<file path="config.mk">
export PLATFORM = sky130hd
export DESIGN_NAME = ifu_prefetch
export DESIGN_NICKNAME = d
export VERILOG_FILES = /design/src/rtl/ifu_pkg.sv /design/src/rtl/fetch_queue.sv /design/src/rtl/ifu_prefetch.sv
export SDC_FILE = /design/constraint.sdc
export NUM_CORES = 1
export LEC_CHECK = 0
export CORE_MARGIN = 3
export CORE_UTILIZATION = 50
export CTS_CLUSTER_SIZE = 14
export DETAILED_ROUTE_END_ITERATION = 10
export HOLD_SLACK_MARGIN = 0.05
export PLACE_DENSITY = 0.77
export SYNTH_ARGS = -nofsm -noshare
export SYNTH_HDL_FRONTEND = slang
export SYNTH_HIERARCHICAL = 1
export SYNTH_SLANG_ARGS = --single-unit
</file>
<file path="constraint.sdc">
create_clock -name clk -period 4.2 [get_ports clk]
set_input_delay 1.05 -clock clk [delete_from_list [all_inputs] [get_ports clk]]
set_output_delay 1.05 -clock clk [all_outputs]
set_load 0.02 [all_outputs]
</file>
<file path="src/rtl/ifu_pkg.sv">
// Shared constants and the prefetch-queue entry type for the instruction fetch unit.
package ifu_pkg;

  localparam logic [31:0] RESET_PC_DEFAULT = 32'h0000_3000;
  localparam logic [31:0] EXC_VEC          = 32'h0000_4180;
  localparam logic [31:0] NOP              = 32'h0000_0000;

  // One prefetched word: instruction, its fetch address and the AdEL flag.
  typedef struct packed {
    logic [31:0] instr;
    logic [31:0] pc;
    logic        exc;
  } fq_entry_t;

endpackage

</file>
<file path="src/rtl/fetch_queue.sv">
// Small synchronous FIFO holding prefetched entries; clr or flush empties it in one cycle.
module fetch_queue
  import ifu_pkg::*;
#(
  parameter int DEPTH = 2
)(
  input  logic                         clk,
  input  logic                         clr,
  input  logic                         flush,
  input  logic                         push,
  input  fq_entry_t                    din,
  input  logic                         pop,
  output fq_entry_t                    dout,
  output logic [$clog2(DEPTH+1)-1:0]   count,
  output logic                         full,
  output logic                         empty
);

  localparam int PW = (DEPTH > 1) ? $clog2(DEPTH) : 1;
  localparam int CW = $clog2(DEPTH + 1);

  fq_entry_t       mem_r [DEPTH];
  logic [PW-1:0]   rd_r;
  logic [PW-1:0]   wr_r;
  logic [CW-1:0]   count_r;
  logic            push_ok_s;
  logic            pop_ok_s;

  // Advance a ring pointer, wrapping at DEPTH (which need not be a power of two).
  function automatic logic [PW-1:0] ptr_inc(input logic [PW-1:0] p);
    return (p == PW'(DEPTH - 1)) ? '0 : p + PW'(1);
  endfunction

  // Accept a push when there is room or the head leaves in the same cycle.
  always_comb begin
    pop_ok_s  = pop & (count_r != '0);
    push_ok_s = push & ((count_r != CW'(DEPTH)) | pop_ok_s);
  end

  // Storage, pointers and occupancy.
  always_ff @(posedge clk) begin
    if (clr) begin
      for (int i = 0; i < DEPTH; i++) begin
        mem_r[i] <= '0;
      end
      rd_r    <= '0;
      wr_r    <= '0;
      count_r <= '0;
    end else if (flush) begin
      rd_r    <= '0;
      wr_r    <= '0;
      count_r <= '0;
    end else begin
      if (push_ok_s) begin
        mem_r[wr_r] <= din;
        wr_r        <= ptr_inc(wr_r);
      end
      if (pop_ok_s) begin
        rd_r <= ptr_inc(rd_r);
      end
      count_r <= count_r + CW'(push_ok_s) - CW'(pop_ok_s);
    end
  end

  // Head entry and status flags straight from the registers.
  always_comb begin
    dout  = mem_r[rd_r];
    count = count_r;
    full  = (count_r == CW'(DEPTH));
    empty = (count_r == '0);
  end

endmodule

</file>
<file path="src/rtl/ifu_prefetch.sv">
// Instruction fetch unit: fetch PC, one-cycle-latency ROM interface, prefetch queue,
// branch/interrupt redirect and fetch address error (AdEL) reporting.
module ifu_prefetch
  import ifu_pkg::*;
#(
  parameter logic [31:0] RESET_PC = RESET_PC_DEFAULT,
  parameter int          IMEM_AW  = 12,
  parameter int          FQ_DEPTH = 2
)(
  input  logic               clk,
  input  logic               clr,
  input  logic               stall,
  input  logic               branch,
  input  logic               intreq,
  input  logic [31:0]        npcout,
  output logic               imem_en,
  output logic [IMEM_AW-1:0] imem_addr,
  input  logic [31:0]        imem_rdata,
  output logic               valid,
  output logic [31:0]        instr,
  output logic [31:0]        pc8,
  output logic               exc_adel
);

  localparam int          CW      = $clog2(FQ_DEPTH + 1);
  localparam logic [CW:0] DEPTH_C = (CW + 1)'(FQ_DEPTH);
  localparam logic [32:0] WIN_END = {1'b0, RESET_PC} + (33'd4 << IMEM_AW);

  logic [31:0]  fpc_r;
  logic [31:0]  tag_r;
  logic         inflight_r;
  logic         err_done_r;

  logic [CW-1:0] count_s;
  logic          full_s;
  logic          empty_s;
  logic [CW:0]   demand_s;
  logic          pop_s;
  logic          bad_s;
  logic          issue_s;
  logic          fetch_s;
  logic          err_push_s;
  logic          redirect_s;
  logic          push_s;
  logic          fq_pop_s;
  fq_entry_t     push_entry_s;
  fq_entry_t     head_s;

  // Fetch decision: address check, queue-space accounting (queued + in flight - leaving) and redirect.
  always_comb begin
    pop_s      = ~empty_s & ~stall;
    bad_s      = (fpc_r[1:0] != 2'b00) | (fpc_r < RESET_PC) | ({1'b0, fpc_r} >= WIN_END);
    demand_s   = {1'b0, count_s} + {{CW{1'b0}}, inflight_r} - {{CW{1'b0}}, pop_s};
    issue_s    = (demand_s < DEPTH_C);
    fetch_s    = issue_s & ~bad_s;
    // An error entry waits behind any response still in flight so program order is kept,
    // and is reported only once until the next redirect.
    err_push_s = issue_s & bad_s & ~inflight_r & ~err_done_r;
    redirect_s = intreq | (branch & ~stall);
    fq_pop_s   = pop_s & ~redirect_s;
    push_s     = ~redirect_s & (inflight_r | err_push_s) & (~full_s | fq_pop_s);
    if (inflight_r) begin
      push_entry_s = '{imem_rdata, tag_r, 1'b0};
    end else begin
      push_entry_s = '{NOP, fpc_r, 1'b1};
    end
  end

  // Fetch PC, in-flight tag and the one-shot error latch; a redirect squashes the in-flight read.
  always_ff @(posedge clk) begin
    if (clr) begin
      fpc_r      <= RESET_PC;
      tag_r      <= RESET_PC;
      inflight_r <= 1'b0;
      err_done_r <= 1'b0;
    end else if (redirect_s) begin
      fpc_r      <= npcout;
      inflight_r <= 1'b0;
      err_done_r <= 1'b0;
    end else begin
      inflight_r <= fetch_s;
      if (fetch_s) begin
        fpc_r <= fpc_r + 32'd4;
        tag_r <= fpc_r;
      end
      if (err_push_s) begin
        err_done_r <= 1'b1;
      end
    end
  end

  fetch_queue #(
    .DEPTH (FQ_DEPTH)
  ) u_fq (
    .clk   (clk),
    .clr   (clr),
    .flush (redirect_s),
    .push  (push_s),
    .din   (push_entry_s),
    .pop   (fq_pop_s),
    .dout  (head_s),
    .count (count_s),
    .full  (full_s),
    .empty (empty_s)
  );

  // ROM interface and head-of-queue presentation to decode.
  always_comb begin
    imem_en   = fetch_s & ~clr;
    imem_addr = IMEM_AW'((fpc_r - RESET_PC) >> 2);
    valid     = ~empty_s;
    if (~empty_s) begin
      instr    = head_s.exc ? NOP : head_s.instr;
      pc8      = head_s.pc + 32'd8;
      exc_adel = head_s.exc;
    end else begin
      instr    = NOP;
      pc8      = fpc_r + 32'd8;
      exc_adel = 1'b0;
    end
  end

endmodule

</file>
==> results of run 1 <==
## placed cells by master, fill, tap and decap left out, types with 8 or more instances in the layout
cell	Yosys	routed
buf_12	0	15
o21ai_0	15	15
nor2_1	34	30
and2_1	192	192
mux2i_1	17	17
edfxtp_1	130	130
and2_2	28	28
xnor2_1	26	26
nand3_1	17	17
a21oi_1	34	33
a211oi_1	12	12
clkbuf_2	5	9
nor3_1	14	13
buf_4	10	38
mux2_2	99	99
dlygate4sd2_1	0	10
nand3b_1	8	8
xor2_1	19	19
dfxtp_1	71	69
clkbuf_16	0	25
inv_1	15	15
clkdlybuf4s50_1	0	121
nand2_1	101	100
## power breakdown
| part | leakage (nW) | switching [mW] | total, mW | internal, mW |
|---|---|---|---|---|
| Clock | 0.378 | 0.768 | 2.04 | 1.28 |
| Combinational | 2.88 | 0.251 | 0.492 | 0.241 |
| Sequential | 1.93 | 0.0514 | 2.22 | 2.17 |
## per-layer routing
| layer | vias to the layer above | global-route usage | share of wire |
|---|---|---|---|
| met5 | - | 0 | 0 |
| met2 | 248 | 0.383 | 0.49 |
| met4 | 0 | 0.0557 | 0.018 |
| li1 | 3671 | - | - |
| met1 | 3699 | 0.283 | 0.43 |
| met3 | 37 | 0.0333 | 0.064 |
## sequential cells by signal (all words and copies together), names as in the netlist, named ones only
name and flops:
tag_r 32, u_fq/wr_r 1, fpc_r 32, u_fq/rd_r 1, inflight_r 1, err_done_r 1
u_fq/count 2, u_fq/mem_r 130
## per-stage QoR
stage / setup slack, ns / instance area [µm²]
floorplan: 0.0751 / 10600
global placement: -0.629 / 12600
detailed placement: -0.648 / 12600
CTS: -0.0533 / 13400
global route: -0.0125 / 13400
finish: 0.122 / 13400
## what timing repair did
action | 4_1_cts | 5_1_grt
setup buffers | 3 | 4
resized for setup | 34 | 35
endpoints found under the hold margin | 0 | 0
setup endpoints to repair | 50 | 39
pin swaps | 3 | 9
gates cloned | 0 | 1
## worst register-to-register path: stages, from the launching register on
cell     delay [ns]
dfxtp_1        0.34
nor2_4         0.25
buf_4          0.18
nor2_2         0.05
ha_1           0.28
nor2_2         0.05
fa_1           0.41
xnor2_1        0.33
a211o_1        0.17
nor2_1         0.05
o211a_1        0.24
xor2_1         0.15
o21ai_0        0.19
nor2_1         0.07
ha_1           0.20
xnor2_1        0.14
or3_1          0.32
and3_1         0.19
## cell type report
cell class | count | area (µm²)
fillers | 1613 | 7120
inverters | 16 | 60.1
flip-flops and latches | 201 | 5330
well taps | 270 | 338
clock buffers | 31 | 657
multi-input cells | 687 | 4900
repair buffers | 202 | 2040
clock inverters | 9 | 124
## logic make-up after synthesis
group / share of synthesized area
AOI/OAI and AO/OA: 0.0493
xor gates and xnor gates: 0.0372
adders and majority gates: 0.00897
buffers and inverters: 0.0431
DFF: 0.502
muxes: 0.121
and+or+nand+nor: 0.238
## worst max path at each step
stage	cells past startpoint	end	slack, ns
after detailed placement	9	imem_en	-0.65
after global routing	12	pc8[21]	-0.01
after floorplan	15	u_fq/mem_r[0][0]$_SDFFCE_PN0P_	0.08
after global placement	9	imem_en	-0.63
after CTS	9	imem_en	-0.05
final	7	instr[2]	0.12
==> impl_metrics.ini, run 1 <==
[synthesis]
synthMostInstantiatedCell = and2_1
synth_edf_count = 130
synth_commonest_cells = and2_1, edfxtp_1, nand2_1, mux2_2, dfxtp_1
synth-warning-count = 6
synth_area_leader_cell = edfxtp_1
netlist_instances = 976
synthFlopType = edfxtp_1
ys_ff_latch = 201
yosysSeqAreaShare = 0.502
synth_top_area_share = 0.368
synth_nets = 1052
synth_area_leaders = edfxtp_1, dfxtp_1, and2_1
avgSynthCellArea_um2 = 10.9
ys_types = 59
async_reset_ff_frac = 0
synth_area_um2 = 10600

[detailed_routing]
drt_iter0_drc = 461
ant_nets = 0
drtPass1Iterations = 6
vias = 7655
drcViolationCount = 0
wl_per_cell_um = 17.9
viasPerCell = 5.41
totalWireLength_um = 25300

[cts]
cts_root_buffer = clkbuf_16
cts.sinks = 201
cts_tree = done
clkTransAtPathRegs_ns = 0.06
cts_hold_buffers = 0
clock_latency_ns = 0.50
clockBufferDepth = 3
htree_levels = 1
numCtsBuffers = 22

[setup_path]
start_kind = register
reg2reg_setup_slack_ns = 0.50
cp_cell_sequence = buf_12, buf_6, mux2_2, nor2_1, buf_12, and2_1, clkdlybuf4s50_1
critPathMaxStageDelay_ns = 0.63
critPathKind = reg2out
end_kind = output pin
reg2regPathDepth = 17
cpLargestDelayFamily = buffers and inverters
crit_buf_inv = 4
cp.arrival_ns = 3.03
cp.required_ns = 3.15
timing.rr.start = u_fq/count[1]$_SDFF_PP0_
critPathMaxFanout = 29
worst_path_most_repeated_cell = buf_12
reg2reg_to = u_fq/count[1]$_SDFF_PP0_
crit_path_top_delay_cell = clkdlybuf4s50_1

[pwr]
p_total_mw = 4.76
ir_drop_mv = 0.244
power_leakage_nw = 5.19
p_per_area_nw_per_um2 = 354

[hold_path]
holdCritPathClass = reg2reg
worstHoldStart = tag_r[21]$_SDFFE_PP0P_
hold_path_end = tag_r[21]$_SDFFE_PP0P_
hold_depth = 1

[global_route]
grt_pass1_wl_um = 39700
grt-ovfl-total = 0
track_usage = 0.218
antenna_found_initial = 0
grt_max_degree = 72
first_global_vias = 7727

[placement]
dp_hpwl_um = 16500
dp.cells = 1369
globalplace.congestion = 0.882
port-buffer-count = 147

[sta]
whs_ns = 0.449
final-hold-violation-count = 0
slew_headroom = 0.448
setup_viol = 0
slew_violations = 0
worst_pin_slew_ns = 0.828
fmax_mhz = 245
min_period_ns = 4.08
tns_ns = 0
final.setup_skew_ns = 0.0150
period_share = 0.971

[floorplan]
dieHeight_um = 152
die_area_um2 = 23000
die_w_um = 152
start_util = 0.516
core_um2 = 20600
rows = 52
io_pins = 148

[final_layout]
syn_to_final_growth_pct = 26.8
utilization = 0.654
drive_gt1_frac = 0.225
final_nets = 1206
fin_cells = 1416
antenna_cells = 0

[flow_run]
maxCapViolCount = 0

[run_status]
status = finished clean
(Power assumes the default switching activity.)
==> run 2: changes to the inputs <==
--- a/config.mk
+++ b/config.mk
@@ -5,6 +5,7 @@
 export SDC_FILE = /design/constraint.sdc
 export NUM_CORES = 1
 export LEC_CHECK = 0
+export CAP_MARGIN = 5
 export CORE_MARGIN = 3
 export CORE_UTILIZATION = 50
 export CTS_CLUSTER_SIZE = 14
==> results of run 2 <==
The final DEF is identical to that of run 1; final timing and power are the same.
==> run 3: changes to the inputs <==
--- a/config.mk
+++ b/config.mk
@@ -8,8 +8,9 @@
 export CAP_MARGIN = 5
 export CORE_MARGIN = 3
 export CORE_UTILIZATION = 50
-export CTS_CLUSTER_SIZE = 14
+export CTS_CLUSTER_SIZE = 20
 export DETAILED_ROUTE_END_ITERATION = 10
+export GPL_TIMING_DRIVEN = 0
 export HOLD_SLACK_MARGIN = 0.05
 export PLACE_DENSITY = 0.77
 export SYNTH_ARGS = -nofsm -noshare
==> run 3 against run 2 <==
Effect of this change:
- routed wire length is 13% higher
- critical path type unchanged
- register-to-register slack worse by 0.32 ns
- largest power group unchanged
- sequential cell count stayed put
- largest cell class unchanged
==> impl_metrics.ini, run 3 (synthesized netlist as in run 1, its figures left out) <==
[detailed_routing]
drtPass1Iterations = 5
viasPerCell = 5.53
drt_iter0_drc = 675
vias = 8123
ant_nets = 0
wl_per_cell_um = 19.4
drcViolationCount = 0
totalWireLength_um = 28500

[final_layout]
fin_cells = 1468
regMostFlops = u_fq/mem_r
largest_register_ffs = 130
top_regs = u_fq/mem_r (130), fpc_r (32), tag_r (32)
utilization = 0.672
final_nets = 1258
layout_commonest_cell = and2_1
stdcell_area_um2 = 13800
syn_to_final_growth_pct = 30.4
layout_common_cells = and2_1, edfxtp_1, clkdlybuf4s50_1
antenna_cells = 0
drive_gt1_frac = 0.252

[global_route]
antenna_found_initial = 0
grt_max_degree = 18
grt-ovfl-total = 0
track_usage = 0.243
first_global_vias = 8000
grt_pass1_wl_um = 43100

[floorplan]
io_pins = 148
die_w_um = 152
dieHeight_um = 152
core_um2 = 20600
start_util = 0.516
rows = 52
die_area_um2 = 23000

[setup_path]
critPathKind = reg2out
crit_buf_inv = 4
critPathMaxStageDelay_ns = 0.47
cpLargestDelayFamily = buffers and inverters
reg2regPathDepth = 15
end_kind = output pin
start_kind = register
critPathMaxFanout = 10
crit_cells = 10
cp_cell_sequence = buf_8, buf_8, mux2_2, nand4b_1, a221oi_4, buf_4, nand2_1, xor2_1, o21ai_0, dlygate4sd2_1
cp.arrival_ns = 3.11
crit_path_top_delay_cell = a221oi_4
cp.required_ns = 3.15
worst_path_most_repeated_cell = buf_8

[sta]
fmax_mhz = 240
slew_violations = 0
slew_headroom = 0.504
rsz0062_at_grt = true
final-hold-violation-count = 0
finalWorstSetupSlack_ns = 0.0370
worst_pin_slew_ns = 0.744
min_period_ns = 4.16
tns_ns = 0
final.setup_skew_ns = 0.00862
period_share = 0.991
setup_viol = 0
whs_ns = 0.452

[cts]
numCtsBuffers = 22
clkTransAtPathRegs_ns = 0.06
clockBufferDepth = 3
cts_tree = done
cts_root_buffer = clkbuf_16
clock_latency_ns = 0.51
cts.sinks = 201
htree_levels = 1

[placement]
port-buffer-count = 147
post-place-ws_ns = -1.92
globalplace.congestion = 0.914
dp_hpwl_um = 18100
dp.cells = 1393
placement.cell_area_um2 = 12400

[pwr]
p_total_mw = 4.83
p_per_area_nw_per_um2 = 349
ir_drop_mv = 0.325
power_leakage_nw = 5.36

[flow_run]
maxCapViolCount = 0

[run_status]
status = finished clean

[hold_path]
holdCritPathClass = reg2reg
hold_depth = 2
[run 3: changes by cell type in the layout (fill, tap and decap cells not counted), moves of 4 or more]
cell,previous run,this run
or2_4,2,8
buf_6,2,7
clkbuf_1,4,32
clkdlybuf4s15_2,0,4
buf_12,15,11
buf_8,0,7
buf_2,2,11
[run 3: worst paths after layout]
kind                                          startpoint                               to  slack, ns
worst max-delay path                            register                          pc8[10]       0.04
worst min-delay path               tag_r[8]$_SDFFE_PP0P_            tag_r[8]$_SDFFE_PP0P_       0.45
worst max register to register  u_fq/count[0]$_SDFF_PP0_  u_fq/mem_r[1][22]$_SDFFCE_PN0P_       0.18
worst min register to register     tag_r[8]$_SDFFE_PP0P_            tag_r[8]$_SDFFE_PP0P_       0.45
[run 3: metal layers]
metal	wire, µm	GRT usage	part of all wire	vias to the layer above
li1	-	-	-	3790
met1	12100	0.328	0.43	3907
met2	13700	0.404	0.48	376
met3	2140	0.0381	0.075	50
met4	591	0.0777	0.021	0
met5	0	0	0	-
[run 3: power by group]
part / switching (mW) / leakage, nW / internal, mW / total (mW)
Clock: 0.782 / 0.378 / 1.29 / 2.07
Sequential: 0.0499 / 1.93 / 2.17 / 2.22
Combinational: 0.279 / 3.05 / 0.254 / 0.533
[run 3: final cells by class]
cell class                 count  area [µm²]
clock inverter                 9         151
buffer                        70         489
sequential                   201        5330
multi-input combinational    693        5060
timing repair buffer         178        1760
inverter                      16        67.6
fill                        1591        6730
tap                          270         338
clock buffer                  31         626
[run 3: tightest hold or removal path, stage by stage, from the launching register on]
cell     delay (ns)
dfxtp_1        0.31
nand2_1        0.05
a21oi_1        0.05
[run 3: timing repair]
action,CTS,global route
cloned,6,0
buffers inserted,16,15
hold buffers,0,0
resized for setup,149,31
pin swaps,10,14
endpoints found under the setup margin,346,180
